## src/rtl/evm_ballot_core.sv

```systemverilog
// evm_ballot_core
//   Voting core for an electronic voting machine with NUM_CAND candidates.
//   A polling officer arms the machine for exactly one vote. A button vector
//   must be held stable for HOLD_CYCLES cycles before it counts. Votes with
//   more than one button pressed are rejected. In result mode the core gives
//   per-candidate readback, a sequential winner scan with tie detection, and a
//   saturating total.
//
// Ports
//   clock        rising-edge clock
//   reset        synchronous, active-high; clears all state
//   mode         0 = voting, 1 = result
//   arm          officer pulse enabling one vote
//   button       bit i = candidate i pressed (already synchronised)
//   armed        high while a vote may be cast
//   vote_led     one-cycle pulse when a vote is accepted
//   result       tally of lowest-indexed pressed button (result mode), else 0
//   total        saturating count of all accepted votes
//   winner       index of the highest tally
//   tie          highest tally shared by two or more candidates
//   winner_valid winner/tie are valid
module evm_ballot_core #(
  parameter int NUM_CAND    = 6,
  parameter int CNT_W       = 8,
  parameter int HOLD_CYCLES = 10,
  localparam int IDX_W      = $clog2(NUM_CAND),
  localparam int TOT_W      = CNT_W + IDX_W
) (
  input  logic                clock,
  input  logic                reset,
  input  logic                mode,
  input  logic                arm,
  input  logic [NUM_CAND-1:0] button,
  output logic                armed,
  output logic                vote_led,
  output logic [CNT_W-1:0]    result,
  output logic [TOT_W-1:0]    total,
  output logic [IDX_W-1:0]    winner,
  output logic                tie,
  output logic                winner_valid
);

  // The hold counter saturates at HOLD_CYCLES so that a held vector only
  // qualifies once, on the cycle the counter sits at HOLD_CYCLES-1.
  localparam int HC_W = $clog2(HOLD_CYCLES + 1);

  typedef enum logic [1:0] {
    DISARMED = 2'd0,
    ARMED    = 2'd1,
    WAIT_REL = 2'd2
  } state_t;

  state_t              state_q;
  logic                armed_q;
  logic                voteLed_q;
  logic [CNT_W-1:0]    tally_q [NUM_CAND];
  logic [TOT_W-1:0]    total_q;

  logic [NUM_CAND-1:0] prev_q;
  logic [HC_W-1:0]     holdCnt_q;
  logic [HC_W-1:0]     holdCnt_d;

  logic                qualified;
  logic                oneHot;
  logic [IDX_W-1:0]    voteIdx;

  logic [IDX_W-1:0]    readIdx;
  logic                readHit;
  logic [CNT_W-1:0]    result_q;
  logic [CNT_W-1:0]    result_d;

  logic                modePrev_q;
  logic                scanning_q;
  logic                scanDone_q;
  logic [IDX_W-1:0]    scanIdx_q;
  logic [CNT_W-1:0]    bestVal_q;
  logic [IDX_W-1:0]    bestIdx_q;
  logic                tieAcc_q;
  logic [CNT_W-1:0]    scanVal;
  logic [IDX_W-1:0]    winner_q;
  logic                tie_q;
  logic                winnerValid_q;

  // Hold counter next state: restarts whenever the vector changes or is
  // released, and is discarded entirely in result mode.
  always_comb begin
    holdCnt_d = holdCnt_q;
    if (mode || (button != prev_q) || (button == '0)) begin
      holdCnt_d = '0;
    end else if (holdCnt_q != HC_W'(HOLD_CYCLES)) begin
      holdCnt_d = holdCnt_q + 1'b1;
    end
  end

  // prev_q is the vector that has been stable for holdCnt_q+1 samples, so it
  // is also the vector that gets counted when qualification fires.
  always_ff @(posedge clock) begin
    if (reset) begin
      prev_q    <= '0;
      holdCnt_q <= '0;
    end else begin
      prev_q    <= button;
      holdCnt_q <= holdCnt_d;
    end
  end

  // Qualification and decoding of the stable vector into a candidate index.
  always_comb begin
    qualified = (holdCnt_q == HC_W'(HOLD_CYCLES - 1)) && (prev_q != '0);
    oneHot    = $onehot(prev_q);
    voteIdx   = '0;
    for (int i = 0; i < NUM_CAND; i++) begin
      if (prev_q[i]) voteIdx = IDX_W'(i);
    end
  end

  // Vote FSM with the tallies it owns. Result mode forces DISARMED, which
  // also freezes the tallies because only ARMED can count.
  always_ff @(posedge clock) begin
    if (reset) begin
      state_q   <= DISARMED;
      armed_q   <= 1'b0;
      voteLed_q <= 1'b0;
      total_q   <= '0;
      for (int i = 0; i < NUM_CAND; i++) tally_q[i] <= '0;
    end else begin
      voteLed_q <= 1'b0;
      if (mode) begin
        state_q <= DISARMED;
        armed_q <= 1'b0;
      end else begin
        case (state_q)
          DISARMED: begin
            if (arm) begin
              state_q <= ARMED;
              armed_q <= 1'b1;
            end
          end
          ARMED: begin
            if (qualified && oneHot) begin
              if (tally_q[voteIdx] != {CNT_W{1'b1}}) begin
                tally_q[voteIdx] <= tally_q[voteIdx] + 1'b1;
              end
              if (total_q != {TOT_W{1'b1}}) begin
                total_q <= total_q + 1'b1;
              end
              voteLed_q <= 1'b1;
              armed_q   <= 1'b0;
              state_q   <= WAIT_REL;
            end
          end
          WAIT_REL: begin
            if (button == '0) state_q <= DISARMED;
          end
          default: begin
            state_q <= DISARMED;
            armed_q <= 1'b0;
          end
        endcase
      end
    end
  end

  // Readback picks the lowest-indexed pressed button, scanning high to low so
  // the last assignment wins.
  always_comb begin
    readIdx = '0;
    readHit = 1'b0;
    for (int i = NUM_CAND - 1; i >= 0; i--) begin
      if (button[i]) begin
        readIdx = IDX_W'(i);
        readHit = 1'b1;
      end
    end
    result_d = '0;
    if (mode && readHit) result_d = tally_q[readIdx];
  end

  always_ff @(posedge clock) begin
    if (reset) begin
      result_q <= '0;
    end else begin
      result_q <= result_d;
    end
  end

  assign scanVal = tally_q[scanIdx_q];

  // Winner scan: the rising edge of mode starts it, one compare per cycle
  // follows, and a final cycle publishes the result. Strict greater-than
  // keeps the lowest index among equal maxima; a later equal value marks a
  // tie, which a later strictly larger value clears again.
  always_ff @(posedge clock) begin
    if (reset) begin
      modePrev_q    <= 1'b0;
      scanning_q    <= 1'b0;
      scanDone_q    <= 1'b0;
      scanIdx_q     <= '0;
      bestVal_q     <= '0;
      bestIdx_q     <= '0;
      tieAcc_q      <= 1'b0;
      winner_q      <= '0;
      tie_q         <= 1'b0;
      winnerValid_q <= 1'b0;
    end else begin
      modePrev_q <= mode;
      scanDone_q <= 1'b0;
      if (!mode) begin
        scanning_q    <= 1'b0;
        winnerValid_q <= 1'b0;
      end else if (!modePrev_q) begin
        scanning_q    <= 1'b1;
        scanIdx_q     <= '0;
        winnerValid_q <= 1'b0;
      end else if (scanning_q) begin
        if (scanIdx_q == '0) begin
          bestVal_q <= scanVal;
          bestIdx_q <= '0;
          tieAcc_q  <= 1'b0;
        end else if (scanVal > bestVal_q) begin
          bestVal_q <= scanVal;
          bestIdx_q <= scanIdx_q;
          tieAcc_q  <= 1'b0;
        end else if (scanVal == bestVal_q) begin
          tieAcc_q <= 1'b1;
        end
        if (scanIdx_q == IDX_W'(NUM_CAND - 1)) begin
          scanning_q <= 1'b0;
          scanDone_q <= 1'b1;
        end else begin
          scanIdx_q <= scanIdx_q + 1'b1;
        end
      end else if (scanDone_q) begin
        winner_q      <= bestIdx_q;
        tie_q         <= tieAcc_q;
        winnerValid_q <= 1'b1;
      end
    end
  end

  assign armed        = armed_q;
  assign vote_led     = voteLed_q;
  assign result       = result_q;
  assign total        = total_q;
  assign winner       = winner_q;
  assign tie          = tie_q;
  assign winner_valid = winnerValid_q;

endmodule

```

## config.mk

```make
export PLATFORM = sky130hd
export DESIGN_NAME = evm_ballot_core
export DESIGN_NICKNAME = d
export VERILOG_FILES = /design/src/rtl/evm_ballot_core.sv
export SDC_FILE = /design/constraint.sdc
export NUM_CORES = 1
export LEC_CHECK = 0
export CAP_MARGIN = 25
export CORE_ASPECT_RATIO = 0.8
export CORE_MARGIN = 10
export CORE_UTILIZATION = 65
export CTS_CLUSTER_DIAMETER = 120
export DETAILED_ROUTE_END_ITERATION = 7
export PLACE_DENSITY = 0.9
export SKIP_LAST_GASP = 1
export SLEW_MARGIN = 25
export SYNTH_ARGS = -nofsm -noshare
export SYNTH_HDL_FRONTEND = slang
export SYNTH_SLANG_ARGS = --single-unit
export TNS_END_PERCENT = 100
```

## constraint.sdc

```tcl
create_clock -name clock -period 14.6 [get_ports clock]
set_input_delay 2.19 -clock clock [delete_from_list [all_inputs] [get_ports clock]]
set_output_delay 2.19 -clock clock [all_outputs]
set_load 0.005 [all_outputs]
```

== After elaboration in Yosys (flattened, before gate mapping) ==
Memories as Yosys holds them, arrays and structs flattened. A register that Yosys moved wholly into a read port is not among the register bits.
Cells that the tools add are included.

* Bits in registers: 48
* Latch bits: 0
* RAM bits: 48
* Bits in read-only memories: 0
* Input bits: 10
* Output and inout port bits: 26
* Logic and storage cells: 127
* Memories: 1

* Add/subtract/negate cells: 9
* Multiply operators: 0
* Divide/modulo/power cells: 0
* Magnitude comparators: 1
* Equality and inequality tests: 15
* Shift operators: 0
* Multiplexer cells: 52
* Bitwise operators: 6
* Reductions and logical operators: 27

{| class="wikitable"
|+ Memories
! memory !! depth !! width !! read ports !! clocked after memory_dff !! write ports !! RTL line !! text
|-
| tally_q || 6 || 8 || 3 || 2 || 6 || 56 || <nowiki>logic [CNT_W-1:0] tally_q [NUM_CAND];</nowiki>
|}

{| class="wikitable"
|+ Operator list
! kind !! count
|-
| $mux W3 || 18
|-
| $mux W1 || 26
|-
| $mux W8 || 3
|-
| $reduce_and A4 Y1 || 4
|-
| $add A11 B1 Y11 const B || 1
|-
| $ne A11 B11 Y1 const B || 1
|-
| $reduce_and A3 Y1 || 3
|-
| $add A8 B1 Y8 const B || 1
|-
| $eq A8 B8 Y1 || 1
|-
| $gt A8 B8 Y1 || 1
|-
| $ne A2 B2 Y1 const B || 4
|-
| $ne A8 B8 Y1 const B || 1
|-
| $reduce_or A2 Y1 || 4
|-
| $reduce_or A8 Y1 || 1
|-
| $add A1 B1 Y2 || 3
|-
| $logic_not A6 Y1 || 1
|-
| $mux W2 || 3
|-
| $ne A6 B6 Y1 || 1
|-
| $not A1 Y1 || 6
|-
| $pmux W2 S3 || 1
|-
| $reduce_bool A6 Y1 || 1
|-
| $reduce_or A3 Y1 || 2
|-
| $add A4 B1 Y4 const B || 1
|-
| $eq A4 B4 Y1 const B || 1
|-
| 18 further kinds || 21
|}

== Logic depth before layout (Yosys ltp) ==
An unclocked memory read counts as a cell.

* Depth after elaboration: 15
* Mapped depth: 16
* Gate-level depth less buffers: 14

== Worst setup path before layout ==
No wires, ideal clock.

* Path kind: reg2reg
* Start: register prev_q[3]
* End: memory tally_q[2][0], enable pin
* Setup time: 0.334 ns
* Arrival time: 4.246 ns
* Required time: 14.266 ns
* Setup slack: 10.020 ns
* Cell stages (with the launch flop): 17
* Clock period less this slack: 4.580 ns
* Cell sequence: dfxtp_1 buf_2 inv_1 fa_1 fa_1 inv_1 ha_1 fa_1 nand4bb_1 a2111oi_2 nand2_1 or4_1 buf_2 clkinv_2 nand4_1 nand2b_1 nand2b_1

{| class="wikitable"
|+ RTL lines
! what !! RTL line !! text
|-
| start, declared || 59 || <nowiki>logic [NUM_CAND-1:0] prev_q;</nowiki>
|-
| start signal, assigned || 102 || <nowiki>prev_q <= button;</nowiki>
|-
| end, declared || 56 ||
|}

==> results.toml <==
[synthesis]
ys_seq_elements = 123
yosys.area_share.simple_pct = 17.9
muxShareOfSynthArea_pct = 12.9
ys.flop_type = "edfxtp_1"
synth_warnings = 0
syn_area_mm2 = 0.00635
synth.avg_cell_area_um2 = 10.7
synth_top_family_by_area = "simple AND/OR/NAND/NOR gates"
synth_compound_area_share_pct = 9.30
synth_cell_types = 66
synth_edf_count = 64
synth_fa_ha_area_share_pct = 4.49
synth_xor_area_share_pct = 2.76
syn_inst = 594
yosysSeqAreaShare_pct = 48.8
ys_async_sr_fraction_pct = 0

[final_layout]
antennaDiodeCount = 0
layout_common_cells = "87 x nor2_1, 64 x edfxtp_1, 58 x dfxtp_1"
design_area_mm2 = 0.00742
area_delta_synth_final_pct = 16.8
final_layout_size_suffix_gt1_share_pct = 13.7
final_common_cell = "nor2_1"
final_nets = 675
final_cells = 776

[worst_setup_path]
cp.arrival_ps = 5850
cp_data_required_time_ps = 14670
cp-startpoint = "prev_q[3]"
cp-end-kind = "flop"
r2r_slack_ps = 8820
crit_fanout = 26
r2r_start = "prev_q[3]"
crit_path_start_kind = "flop"
critPathKind = "reg -> reg"

[worst_hold_path]
hold_start = "bestIdx_q[0]"
hold_class = "reg -> reg"

[timing]
final.setup.tns_ps = 0
hold_violations = 0
finalCritPeriodShare_pct = 39.6
final.setup_skew_ps = 10.8
post-route-min-period_ps = 5780
setup_violations = 0
relSlewSlack_pct = 43.4
fmax_mhz = 173
max_slew.worst_pin.slew_ps = 848
rsz0062_at_grt = "no"
drv_slew = 0

[grt]
antenna_found_initial = 0
gr-total-overflow = 0
grt_start_max_net_pins = 51
grt_pass1_wl_mm = 27.1
track_usage_pct = 25.2
grt_pass1_vias = 4964

[cts]
cts.clk_slew.worst_paths_ps = 60
cts.path.max_buffers = 2
cts_tree = "built"
clk_latency_ps = 420
h-tree-depth = 4
cts_hold_buf = 0
cts_sinks = 123
cts_made_buffers = 17
clockRootBuffer = "clkbuf_16"
cts_resized = 0
cts_setup_buffers = 0

[die]
start_util_pct = 66.1
row_count = 32
io-pin-count = 36
core-area_mm2 = 0.00961
die_area_mm2 = 0.0142
die_h_um = 108
die_w_um = 131

[power_and_ir_drop]
max-vdd-ir-drop_mv = 0.103
power_density_mw_per_mm2 = 116
leakage_nw = 2.74

[routing]
vias = 5114
drtPass1Iterations = 6
drtAntennaViolNets = 0
drc = 0
drtIter0Drc = 752
routedWlPerCell_um = 22.1
vias_per_cell = 6.59
routed_wl_mm = 17.2

[placed_design]
dpl_cell_area_mm2 = 0.00685
dpl.hpwl_mm = 11.9
post-place-cells = 744
port_buffers = 35
globalplace.congestion = 1.01

[job]
drv_cap = 0

[outcome]
status = "complete, no violations"
[worst paths after layout]
path,endpoint,cells past startpoint
max,tally_q[2][5],14
min,bestIdx_q[0],1
max reg2reg,tally_q[2][5],14
min reg2reg,bestIdx_q[0],1
[flip-flops by register name, summed over array words and instances (netlist names), 2 cells and up, named ones only]
| register | cells |
|---|---|
| bestIdx_q | 3 |
| bestVal_q | 8 |
| holdCnt_q | 4 |
| prev_q | 6 |
| result | 8 |
| scanIdx_q | 3 |
| state_q | 2 |
| tally_q | 64 |
| total | 11 |
| winner | 3 |
[metal layers]
layer	GRT usage [%]	up-vias	wire length [um]
met5	0	-	0
li1	-	2243	-
met2	38.1	371	7680
met1	32.7	2444	6550
met4	8.16	0	489
met3	9.83	56	2470
[synthesized netlist by cell type (7+ instances only)]
cell       n  area share, %
nor2_1    87            5.1
edfxtp_1  64             30
dfxtp_1   59             19
nand2_1   42            2.5
inv_1     35            2.1
mux4_2    24            8.5
nor3_1    23            1.8
a21oi_1   22            1.7
nor2b_1   21            2.1
ha_1      18            3.5
mux2_2    17            3.0
clkbuf_1  16           0.95
o21ai_0   13            1.0
nand2b_1  12            1.2
nand3_1   12           0.95
xnor2_1   12            1.7
mux2i_1    9            1.4
xor2_1     8            1.1
nor4_1     7           0.69
[kinds of logic (layout without fill, tap and decap cells)]
group	count (synthesis)	in the layout
other	1	16
adder cells (fa/ha/maj)	21	21
AND/OR/NAND/NOR	235	235
XOR/XNOR	20	20
flip-flops	123	123
AO/OA/AOI/OAI	83	83
buffers and inverters	61	109
multiplexers	50	50
[per-stage QoR]
step	utilization, %	setup slack (ps)	hold WS, ps	total power [W]
global placement	71.3	9210	455	0.000465
floorplan	-	10020	441	0.000438
finish	77.2	8820	476	0.000865
global route	77.2	8580	491	0.000890
detailed placement	71.3	9020	459	0.000467
CTS	77.2	8960	479	0.000863
[power by group]
| group | total (W) | switching, W | internal (W) | leakage, nW |
|---|---|---|---|---|
| logic | 0.0000810 | 0.0000494 | 0.0000316 | 1.31 |
| registers | 0.000384 | 0.0000114 | 0.000373 | 1.14 |
| clock network | 0.000399 | 0.000149 | 0.000250 | 0.288 |
[layout make-up]
cell class | count | area (um^2)
clock inverter | 10 | 86.3
timing repair buffer | 40 | 388
fill | 577 | 2190
multi-input combinational | 425 | 3070
inverter | 37 | 140
clock buffer | 22 | 479
tap | 119 | 149
sequential | 123 | 3100
[critical path: stages (launching register included)]
cell and delay (ps):
dfxtp_1 870, inv_1 190, fa_1 490, fa_1 490, inv_1 40, ha_1 190, fa_1 450, nand4bb_1 220
a2111oi_2 460, nand2_1 200, or4_1 680, clkinv_2 220, nand4_1 270, nand2b_1 310, nand2b_1 350
No activity file was read; power rests on OpenSTA's default activity.
